**src/rtl/rc5_crypt_core.sv**
```systemverilog
// RC5-W/R block-cipher core: one half-round per cycle against an external synchronous-read S table.
// Optional `RC5_ROUND_OUT_EN adds the oRound port that exposes the current round index.
module rc5_crypt_core #(
    parameter int W = 32,
    parameter int R = 12,
    localparam int ROT_BITS = $clog2(W),
    localparam int T = 2 * (R + 1),
    localparam int T_LENGTH = $clog2(T)
) (
    input  logic                clk,
    input  logic                rst,
    input  logic                iStart,
    input  logic                iMode,
    input  logic [W-1:0]        iA,
    input  logic [W-1:0]        iB,
    output logic [T_LENGTH-1:0] oS_address1,
    output logic [T_LENGTH-1:0] oS_address2,
    input  logic [W-1:0]        iS_sub_i1,
    input  logic [W-1:0]        iS_sub_i2,
    output logic [W-1:0]        oA,
    output logic [W-1:0]        oB,
    output logic                oBusy,
`ifdef RC5_ROUND_OUT_EN
    output logic [7:0]          oRound,
`endif
    output logic                oDone
);

    typedef enum logic [2:0] {IDLE, FETCH, WHITEN, RH1, RH2, DONE} state_t;

    state_t        stateReg, stateNext;
    logic          modeReg, modeNext;
    logic [W-1:0]  aReg, aNext;
    logic [W-1:0]  bReg, bNext;
    logic [7:0]    roundReg, roundNext;

    function automatic logic [W-1:0] rotl(input logic [W-1:0] x, input logic [ROT_BITS-1:0] n);
        logic [2*W-1:0] t;
        t = {x, x} << n;
        return t[2*W-1:W];
    endfunction

    function automatic logic [W-1:0] rotr(input logic [W-1:0] x, input logic [ROT_BITS-1:0] n);
        logic [2*W-1:0] t;
        t = {x, x} >> n;
        return t[W-1:0];
    endfunction

    always_ff @(posedge clk) begin
        if (!rst) begin
            stateReg <= IDLE;
            modeReg  <= 1'b0;
            aReg     <= '0;
            bReg     <= '0;
            roundReg <= '0;
        end else begin
            stateReg <= stateNext;
            modeReg  <= modeNext;
            aReg     <= aNext;
            bReg     <= bNext;
            roundReg <= roundNext;
        end
    end

    // The round index only changes on edges that enter FETCH, so the S addresses
    // derived from it are stable one cycle before RH1/RH2/WHITEN sample the table.
    always_comb begin
        stateNext = stateReg;
        modeNext  = modeReg;
        aNext     = aReg;
        bNext     = bReg;
        roundNext = roundReg;
        unique case (stateReg)
            IDLE: begin
                if (iStart) begin
                    stateNext = FETCH;
                    modeNext  = iMode;
                    aNext     = iA;
                    bNext     = iB;
                    roundNext = iMode ? 8'd0 : 8'(R);
                end
            end
            FETCH: stateNext = (roundReg != 8'd0) ? RH1 : WHITEN;
            RH1: begin
                stateNext = RH2;
                if (modeReg)
                    aNext = rotl(aReg ^ bReg, bReg[ROT_BITS-1:0]) + iS_sub_i1;
                else
                    bNext = rotr(bReg - iS_sub_i2, aReg[ROT_BITS-1:0]) ^ aReg;
            end
            RH2: begin
                if (modeReg) begin
                    bNext = rotl(bReg ^ aReg, aReg[ROT_BITS-1:0]) + iS_sub_i2;
                    if (roundReg == 8'(R)) begin
                        stateNext = DONE;
                    end else begin
                        stateNext = FETCH;
                        roundNext = roundReg + 8'd1;
                    end
                end else begin
                    aNext     = rotr(aReg - iS_sub_i1, bReg[ROT_BITS-1:0]) ^ bReg;
                    stateNext = FETCH;
                    roundNext = roundReg - 8'd1;
                end
            end
            WHITEN: begin
                if (modeReg) begin
                    aNext     = aReg + iS_sub_i1;
                    bNext     = bReg + iS_sub_i2;
                    roundNext = 8'd1;
                    stateNext = FETCH;
                end else begin
                    aNext     = aReg - iS_sub_i1;
                    bNext     = bReg - iS_sub_i2;
                    stateNext = DONE;
                end
            end
            DONE: stateNext = IDLE;
            default: stateNext = IDLE;
        endcase
    end

    assign oS_address1 = T_LENGTH'({roundReg, 1'b0});
    assign oS_address2 = T_LENGTH'({roundReg, 1'b1});
    assign oA    = aReg;
    assign oB    = bReg;
    assign oBusy = (stateReg != IDLE);
    assign oDone = (stateReg == DONE);
`ifdef RC5_ROUND_OUT_EN
    assign oRound = roundReg;
`endif

endmodule

```
**config.mk**
```make
export PLATFORM = sky130hd
export DESIGN_NAME = rc5_crypt_core
export DESIGN_NICKNAME = d
export VERILOG_FILES = /design/src/rtl/rc5_crypt_core.sv
export SDC_FILE = /design/constraint.sdc
export NUM_CORES = 1
export LEC_CHECK = 0
export ABC_AREA = 0
export CAP_MARGIN = 30
export CORE_ASPECT_RATIO = 2
export CORE_MARGIN = 2
export CORE_UTILIZATION = 43
export CTS_CLUSTER_SIZE = 16
export DETAILED_ROUTE_END_ITERATION = 12
export DONT_BUFFER_PORTS = 1
export GPL_TIMING_DRIVEN = 0
export PLACE_DENSITY = 0.65
export SLEW_MARGIN = 20
export SYNTH_ARGS = -nofsm -noshare
export SYNTH_HDL_FRONTEND = slang
export SYNTH_SLANG_ARGS = --single-unit
```
**constraint.sdc**
```tcl
create_clock -name clk -period 14.15 [get_ports clk]
set_clock_uncertainty 0.1 [all_clocks]
set_input_delay 1.415 -clock clk [delete_from_list [all_inputs] [get_ports clk]]
set_output_delay 1.415 -clock clk [all_outputs]
set_load 0.01 [all_outputs]
```
==> results.cfg, run 1 <==
[logic_synthesis]
avgSynthCellArea_um2 = 7.27
async_flop_share_pct = 0
synthXorXnorAreaFrac_pct = 8.77
synthAdderAreaFrac_pct = 10.2
synth_top_family_by_area = compound AO/OA/AOI/OAI gates
synthCells = 3533
ys_seq_elements = 76
yosysWarnings = 0
synth-simple-area-share_pct = 18.8
yosysUniqueCellTypes = 106
synthFlopType = dfxtp_1
netlist_area_um2 = 25700
synth_mux_area_share_pct = 17.1
synth-compound-area-share_pct = 32.3
synth_edf_count = 0
synthesis.nets = 3871
synth_seq_area_share_pct = 5.93

[outcome]
outcome = stopped before the end
haltStage = global routing
firstError = [ERROR GRT-0116] Global routing finished with congestion. Check the congestion regions in the DRC Viewer.

[grt]
grt_pass1_vias = 39500
grt_first_pass_wirelength_mm = 355
grt_overflow_total = 1567
grt_max_degree = 16
grt_usage_pct = 77.3

[floorplanning]
initial_utilization_pct = 43.5
fp-row-count = 126
die-width_um = 177
die_height_um = 350
io_pins = 208

[cts]
root_buffer = clkbuf_16
postCtsSetupRepairBufs = 0
cts_made_buffers = 9
ctsResizeCount = 0
cts_hold_buf = 0
clockBufferDepth = 2
htreeDepth = 3
clock-sinks = 76

[placement]
post-dp-hpwl_mm = 160
finalWeightedCongestion = 1.19
io_buffers = 0
placed_cell_area_um2 = 27000
dp.cells = 4337
-- through the flow --
stage / worst slack (ns) / hold slack (ns) / utilization, %
2_1_floorplan: 8.08 / 0.407 / -
3_3_place_gp: 3.86 / 0.434 / 45.2
3_5_place_dp: 4.29 / 0.440 / 45.8
4_1_cts: 4.25 / 0.451 / 46.4
-- per-layer routing --
metal | GRT overflow | track usage (%)
met1 | 19 | 71.7
met2 | 1139 | 101
met3 | 22 | 57.6
met4 | 384 | 82.1
met5 | 3 | 25.9
-- cell usage after synthesis (all sizes together) (76+ instances only) --
library cell | instances | area, µm²
inv | 146 | 548
mux2i | 161 | 1610
xor2 | 98 | 858
buf | 110 | 591
mux4 | 105 | 2380
dfxtp | 76 | 1520
o21ai | 246 | 1230
clkbuf | 156 | 598
ha | 199 | 2490
xnor2 | 159 | 1390
a21oi | 364 | 1830
nor3 | 86 | 440
nand2 | 236 | 886
nor2 | 347 | 1300
-- kinds of logic after synthesis --
family                     after synthesis
xor gates and xnor gates               257
DFF                                     76
and+or+nand+nor                       1019
buffers and inverters                  419
other                                    2
muxes                                  301
adders and majority gates              206
AOI/OAI and AO/OA                     1253
==> run 2: changes to the inputs <==
--- a/config.mk
+++ b/config.mk
@@ -7,14 +7,12 @@
 export LEC_CHECK = 0
 export ABC_AREA = 0
 export CAP_MARGIN = 30
-export CORE_ASPECT_RATIO = 2
 export CORE_MARGIN = 2
-export CORE_UTILIZATION = 43
-export CTS_CLUSTER_SIZE = 16
+export CORE_UTILIZATION = 28
 export DETAILED_ROUTE_END_ITERATION = 12
 export DONT_BUFFER_PORTS = 1
 export GPL_TIMING_DRIVEN = 0
-export PLACE_DENSITY = 0.65
+export PLACE_DENSITY_LB_ADDON = 0.15
 export SLEW_MARGIN = 20
 export SYNTH_ARGS = -nofsm -noshare
 export SYNTH_HDL_FRONTEND = slang
==> run 2 against run 1 <==
Effect of this change: the run now ends clean; synthesized cell count unchanged; synthesized area did not move.
==> results.cfg, run 2 <==
[routing]
wl_met2_mm = 72.2
avgViaCountPerCell = 6.52
wl_met3_mm = 20.7
dr.pass1.iters = 8
top_layer_used = met5
drt-met1-wl_mm = 73.7
drc = 0
detail-route-antenna-nets = 0
via_count = 31100
routed_wl_mm = 176
wl_per_cell_um = 37.0
drtIter0Drc = 4284

[hold_path]
worstHoldPathType = flop to flop

[logic_synthesis]
ys_top_cells_by_count = a21oi_1, nor2_1, o21ai_0
synth_seq_area_share_pct = 5.93
synthTopCellsByArea = ha_1, mux4_2, a21oi_1
async_flop_share_pct = 0
synthFlopType = dfxtp_1
synthesis.nets = 3871
synth-simple-area-share_pct = 18.8
ys_seq_elements = 76
synthCells = 3533
synth_edf_count = 0
netlist_area_um2 = 25700
synth_top_family_by_area = compound AO/OA/AOI/OAI gates
synth-compound-area-share_pct = 32.3
yosysTopAreaCell = ha_1
synthXorXnorAreaFrac_pct = 8.77
yosysWarnings = 0
synth_top_area_share_pct = 9.70
synthAdderAreaFrac_pct = 10.2
avgSynthCellArea_um2 = 7.27
synth_mux_area_share_pct = 17.1
synth_most_common_cell = a21oi_1
yosysUniqueCellTypes = 106

[grt]
grt_overflow_total = 0
grt_usage_pct = 36.0
grt_pass1_vias = 28500
grt_first_pass_wirelength_mm = 238
antenna_found_initial = 22
grt_max_degree = 16

[power_and_ir_drop]
p_int_mw = 2.26
p_leak_nw = 11.2
power.net_switching_mw = 3.84
pwr-share-seq_pct = 7.8
swShare_pct = 63.0
pwr_density_cell_nw_per_um2 = 219
comb_power_share_pct = 87.6
peakVddDrop_mv = 0.128
p_clk_share_pct = 4.6

[timing]
worst_pin_slew_ns = 1.17
min_period_over_period_pct = 72.0
hold_violations = 0
slew_viol_final = 0
slew_headroom_pct = 22.2
fmax_ghz = 0.0982
setup_viol = 0
tns_ns = 0
post-route-min-period_ns = 10.18
rsz0062_at_grt = no

[final_layout]
syn_to_final_growth_pct = 8.24
layout.nets = 3900
design_area_um2 = 27800
drive_gt1_share_pct = 8.77
final_common_cell = a21oi_1
fin_util_pct = 30.5
final_cell_mix = a21oi_1, nor2_1, o21ai_0, nand2_1, ha_1
finalNonFillerCells = 4766

[setup_path]
path_max_fanout = 10
crit_path_end_kind = flop
start_kind = flop
critical_path_class = flop to flop
arrival_ns = 10.37
cp.required_ns = 14.33

[outcome]
outcome = finished, final reports clean

[cts]
root_buffer = clkbuf_16
cts_made_buffers = 9
clockBufferDepth = 2
postCtsSetupRepairBufs = 0
clock-sinks = 76
cts_hold_buf = 0
htreeDepth = 3
clk_pin_slew_ns = 0.08
cts_tree = built
ctsResizeCount = 0
worstSkewPairLatency_ns = 0.39

[placement]
placed_cell_area_um2 = 27400
finalWeightedCongestion = 1.04
dp.cells = 4730
post-dp-hpwl_mm = 147
io_buffers = 0

[floorplanning]
dieArea_um2 = 94100
die_height_um = 307
fp-row-count = 111
initial_utilization_pct = 28.1
io_pins = 208
die-width_um = 307
core-area_um2 = 91200

[run]
maxCapViolations = 0
## run 2: area by class of cell
type	count	area, µm²
Antenna cell	13	32.5
Buffer	266	1200
Clock buffer	9	225
Clock inverter	7	98.8
Fill cell	10000	63500
Inverter	153	574
Multi-Input combinational cell	3038	22400
Sequential cell	76	1520
Tap cell	1186	1480
Timing Repair Buffer	18	233
## run 2: final timing paths
path / endpoint / from / depth (start not counted) / slack, ns
min reg2reg: roundReg[4] / roundReg[4] / 2 / 0.45
min: roundReg[4] / roundReg[4] / 2 / 0.45
max: oB[28] / oA[1] / 23 / 3.97
max reg2reg: oB[28] / oA[1] / 23 / 3.97
## run 2: worst max-delay path, cell delays in order, from the launching register on
cell and delay, ns:
dfxtp_1 0.77, clkbuf_1 0.92, buf_1 0.74, clkbuf_1 0.56
buf_1 0.77, clkbuf_1 0.67, buf_1 0.61, a21oi_1 0.23
a21oi_1 0.32, mux2i_1 0.21, mux4_2 0.50, ha_1 0.25
fa_1 0.45, a21oi_1 0.23, o21bai_1 0.13, nor4b_1 0.37
o31ai_1 0.24, nand2_1 0.18, a41oi_1 0.45, a311o_1 0.54
xor2_1 0.15, a221oi_1 0.27, o21ai_0 0.16, o221a_1 0.26
## run 2: routing by layer
| layer | vias to the layer above | GRT usage (%) |
|---|---|---|
| met3 | 385 | 11.1 |
| met4 | 22 | 16.8 |
| met2 | 1960 | 52.5 |
| met5 | - | 0 |
| met1 | 15300 | 48.1 |
| li1 | 13400 | - |
## run 2: power by group through the flow
stage          logic [mW]  clock network (mW)  registers [mW]
3_3_place_gp         5.12                   0           0.470
2_1_floorplan        3.33                   0           0.337
6_report             5.34               0.279           0.474
5_1_grt              5.56               0.286           0.463
4_1_cts              5.11               0.279           0.460
3_5_place_dp         5.09                   0           0.464
## run 2: metrics by stage
| stage | total power [mW] | hold WS (ns) | setup slack, ns |
|---|---|---|---|
| after CTS | 5.85 | 0.456 | 4.42 |
| after detailed placement | 5.55 | 0.445 | 4.45 |
| after global placement | 5.59 | 0.438 | 4.30 |
| final | 6.10 | 0.450 | 3.97 |
| after floorplan | 3.67 | 0.407 | 8.08 |
| after global routing | 6.31 | 0.482 | 3.97 |
## run 2: cell families (layout without fill, tap and decap cells)
logic type | Yosys count | after routing
flip-flops | 76 | 76
other | 2 | 15
AO/OA/AOI/OAI | 1253 | 1253
adder cells (fa/ha/maj) | 206 | 206
XOR/XNOR | 257 | 257
multiplexers | 301 | 301
AND/OR/NAND/NOR | 1019 | 1019
buffers and inverters | 419 | 453
Note: power is estimated with default switching activity, not from simulation.
==> run 3: changes to the inputs <==
==> constraint.sdc (replaced) <==
create_clock -name clk -period 9.5 [get_ports clk]
set_clock_uncertainty 0.1 [all_clocks]
set_input_delay 0.95 -clock clk [delete_from_list [all_inputs] [get_ports clk]]
set_output_delay 0.95 -clock clk [all_outputs]
set_load 0.01 [all_outputs]
==> run 3 against run 2 <==
Effect of this change: final cell count is essentially flat; non-clock buffer count down 1; die area did not move; wire length is essentially flat; largest power group unchanged; first-iteration DRC count shrank 1.4%; largest cell class unchanged; global-route usage stayed put; hold slack barely moved; combinational power increased by 49%; highest routed layer unchanged; sequential power up 48%.
==> results.cfg, run 3 (synthesis gave the netlist of run 2 again) <==
[grt]
grt_first_pass_wirelength_mm = 238
grt_pass1_vias = 28500
grt_usage_pct = 36.0
antenna_found_initial = 25
grt_overflow_total = 0
grt_max_degree = 16

[cts]
htreeDepth = 3
clk_pin_slew_ns = 0.09
cts_made_buffers = 9
cts_tree = built
worstSkewPairLatency_ns = 0.40
root_buffer = clkbuf_16
clockBufferDepth = 2
clock-sinks = 76
cts_hold_buf = 0

[setup_path]
crit_chain = clkbuf_1, clkbuf_1, buf_1, buf_1, clkbuf_1, nor2_1, a21oi_1, a21oi_1, mux4_2, ha_1, nand3_1, o21bai_1, nor4b_1, o31ai_1, nand2_1, a41oi_1, a311o_1, a21oi_1, o21ai_0, o41ai_1, a211oi_1, o2bb2ai_1
arrival_ns = 9.60
max_stage_delay_ns = 0.89
r2r_slack_ns = 0.09
path_max_fanout = 10
crit_path_end_kind = flop
crit_buf_inv = 5
rr_startpoint = oA[0]
critPathSlowestCell = a41oi_1
path_delay_family = buffers and inverters
critical_path_class = flop to flop
rr_worst_depth = 22
r2r_end = oB[30]
start_kind = flop
cp.required_ns = 9.69

[final_layout]
layout.nets = 3899
syn_to_final_growth_pct = 8.31
final_cell_mix = a21oi_1, nor2_1, o21ai_0, nand2_1, ha_1
final_common_cell = a21oi_1
design_area_um2 = 27800
drive_gt1_share_pct = 8.83
fin_util_pct = 30.5

[timing]
hold_violations = 0
rsz0062_at_grt = no
fin_ws_ns = 0.0899
slew_headroom_pct = 17.9
fmax_ghz = 0.106
setup_viol = 0
worst_pin_slew_ns = 1.22
slew_viol_final = 0
post-route-min-period_ns = 9.41
min_period_over_period_pct = 99.1

[hold_path]
holdPathStages = 2
worstHoldPathType = flop to flop
hp-start = roundReg[4]
hold_end = roundReg[4]

[floorplanning]
die_height_um = 307
initial_utilization_pct = 28.1
core-area_um2 = 91200
io_pins = 208
die-width_um = 307
dieArea_um2 = 94100
fp-row-count = 111

[routing]
via_count = 31200
routed_wl_mm = 176
detail-route-antenna-nets = 0
dr.pass1.iters = 6
drtIter0Drc = 4222
avgViaCountPerCell = 6.55
wl_per_cell_um = 37.0
drc = 0

[placement]
post-dp-hpwl_mm = 147
post-place-ws_ns = -0.200
io_buffers = 0
finalWeightedCongestion = 1.04
placed_cell_area_um2 = 27400

[power_and_ir_drop]
peakVddDrop_mv = 0.197
p_leak_nw = 11.2
pwr_density_cell_nw_per_um2 = 327

[outcome]
outcome = finished, final reports clean

[run]
maxCapViolations = 0
## run 3: changes by cell type in the layout (fill, tap and decap cells not counted)
cell / change
buf_1: -2
buf_2: -1
buf_8: +1
clkbuf_1: -4
clkbuf_2: +3
clkdlybuf4s15_1: +2
nor3_1: +1
nor3_2: -1
## run 3: how the worst max path moves through the flow
stage,from,endpoint,cells past startpoint
4_1_cts,oA[1],oB[30],23
3_5_place_dp,oA[1],oB[28],23
5_1_grt,oA[0],oB[30],22
2_1_floorplan,oA[1],oB[28],23
6_report,oA[0],oB[30],22
3_3_place_gp,oA[1],oB[30],23
## run 3: power by group
group          switching (mW)  internal [mW]
Sequential              0.326          0.377
Combinational            5.21           2.75
Clock                   0.190          0.233
Total                    5.72           3.36
## run 3: what timing repair did
action,CTS,global route
cloned,0,0
pin swaps,0,0
gates resized for setup,1,7
buffers inserted,0,0
setup endpoints to repair,8,11
hold endpoints to repair,0,0
## run 3: area by class of cell
cell class,count,area [µm²]
diodes,13,32.5
plain buffers,265,1220
clock buffers,9,225
clock inverters,7,98.8
fillers,10000,63400
inverters,153,574
multi-input cells,3038,22400
flip-flops and latches,76,1520
well taps,1186,1480
repair buffers,18,243
## run 3: per-layer routing
metal	vias up	wire length [µm]	global-route usage (%)
li1	13400	-	-
met1	15400	73100	48.2
met2	2019	71700	52.1
met3	377	21200	11.0
met4	24	9960	17.5
met5	-	237	0
## run 3: worst reg2reg max path, cell delays in order (launching register included)
cell and delay (ns):
dfxtp_1 0.77, clkbuf_1 0.88, clkbuf_1 0.69, buf_1 0.84
buf_1 0.76, clkbuf_1 0.68, nor2_1 0.11, a21oi_1 0.23
a21oi_1 0.16, mux4_2 0.53, ha_1 0.38, nand3_1 0.09
o21bai_1 0.18, nor4b_1 0.10, o31ai_1 0.56, nand2_1 0.23
a41oi_1 0.89, a311o_1 0.35, a21oi_1 0.11, o21ai_0 0.15
o41ai_1 0.09, a211oi_1 0.35, o2bb2ai_1 0.10
## run 3: stage by stage
stage / TNS (ns) / hold slack, ns / instances / total power, mW
floorplan: 0 / 0.407 / 3533 / 5.47
global placement: -1.49 / 0.438 / 4719 / 8.32
global route: 0 / 0.482 / 4756 / 9.40
finish: 0 / 0.450 / 4765 / 9.08
detailed placement: -0.489 / 0.445 / 4730 / 8.27
CTS: 0 / 0.456 / 4746 / 8.72
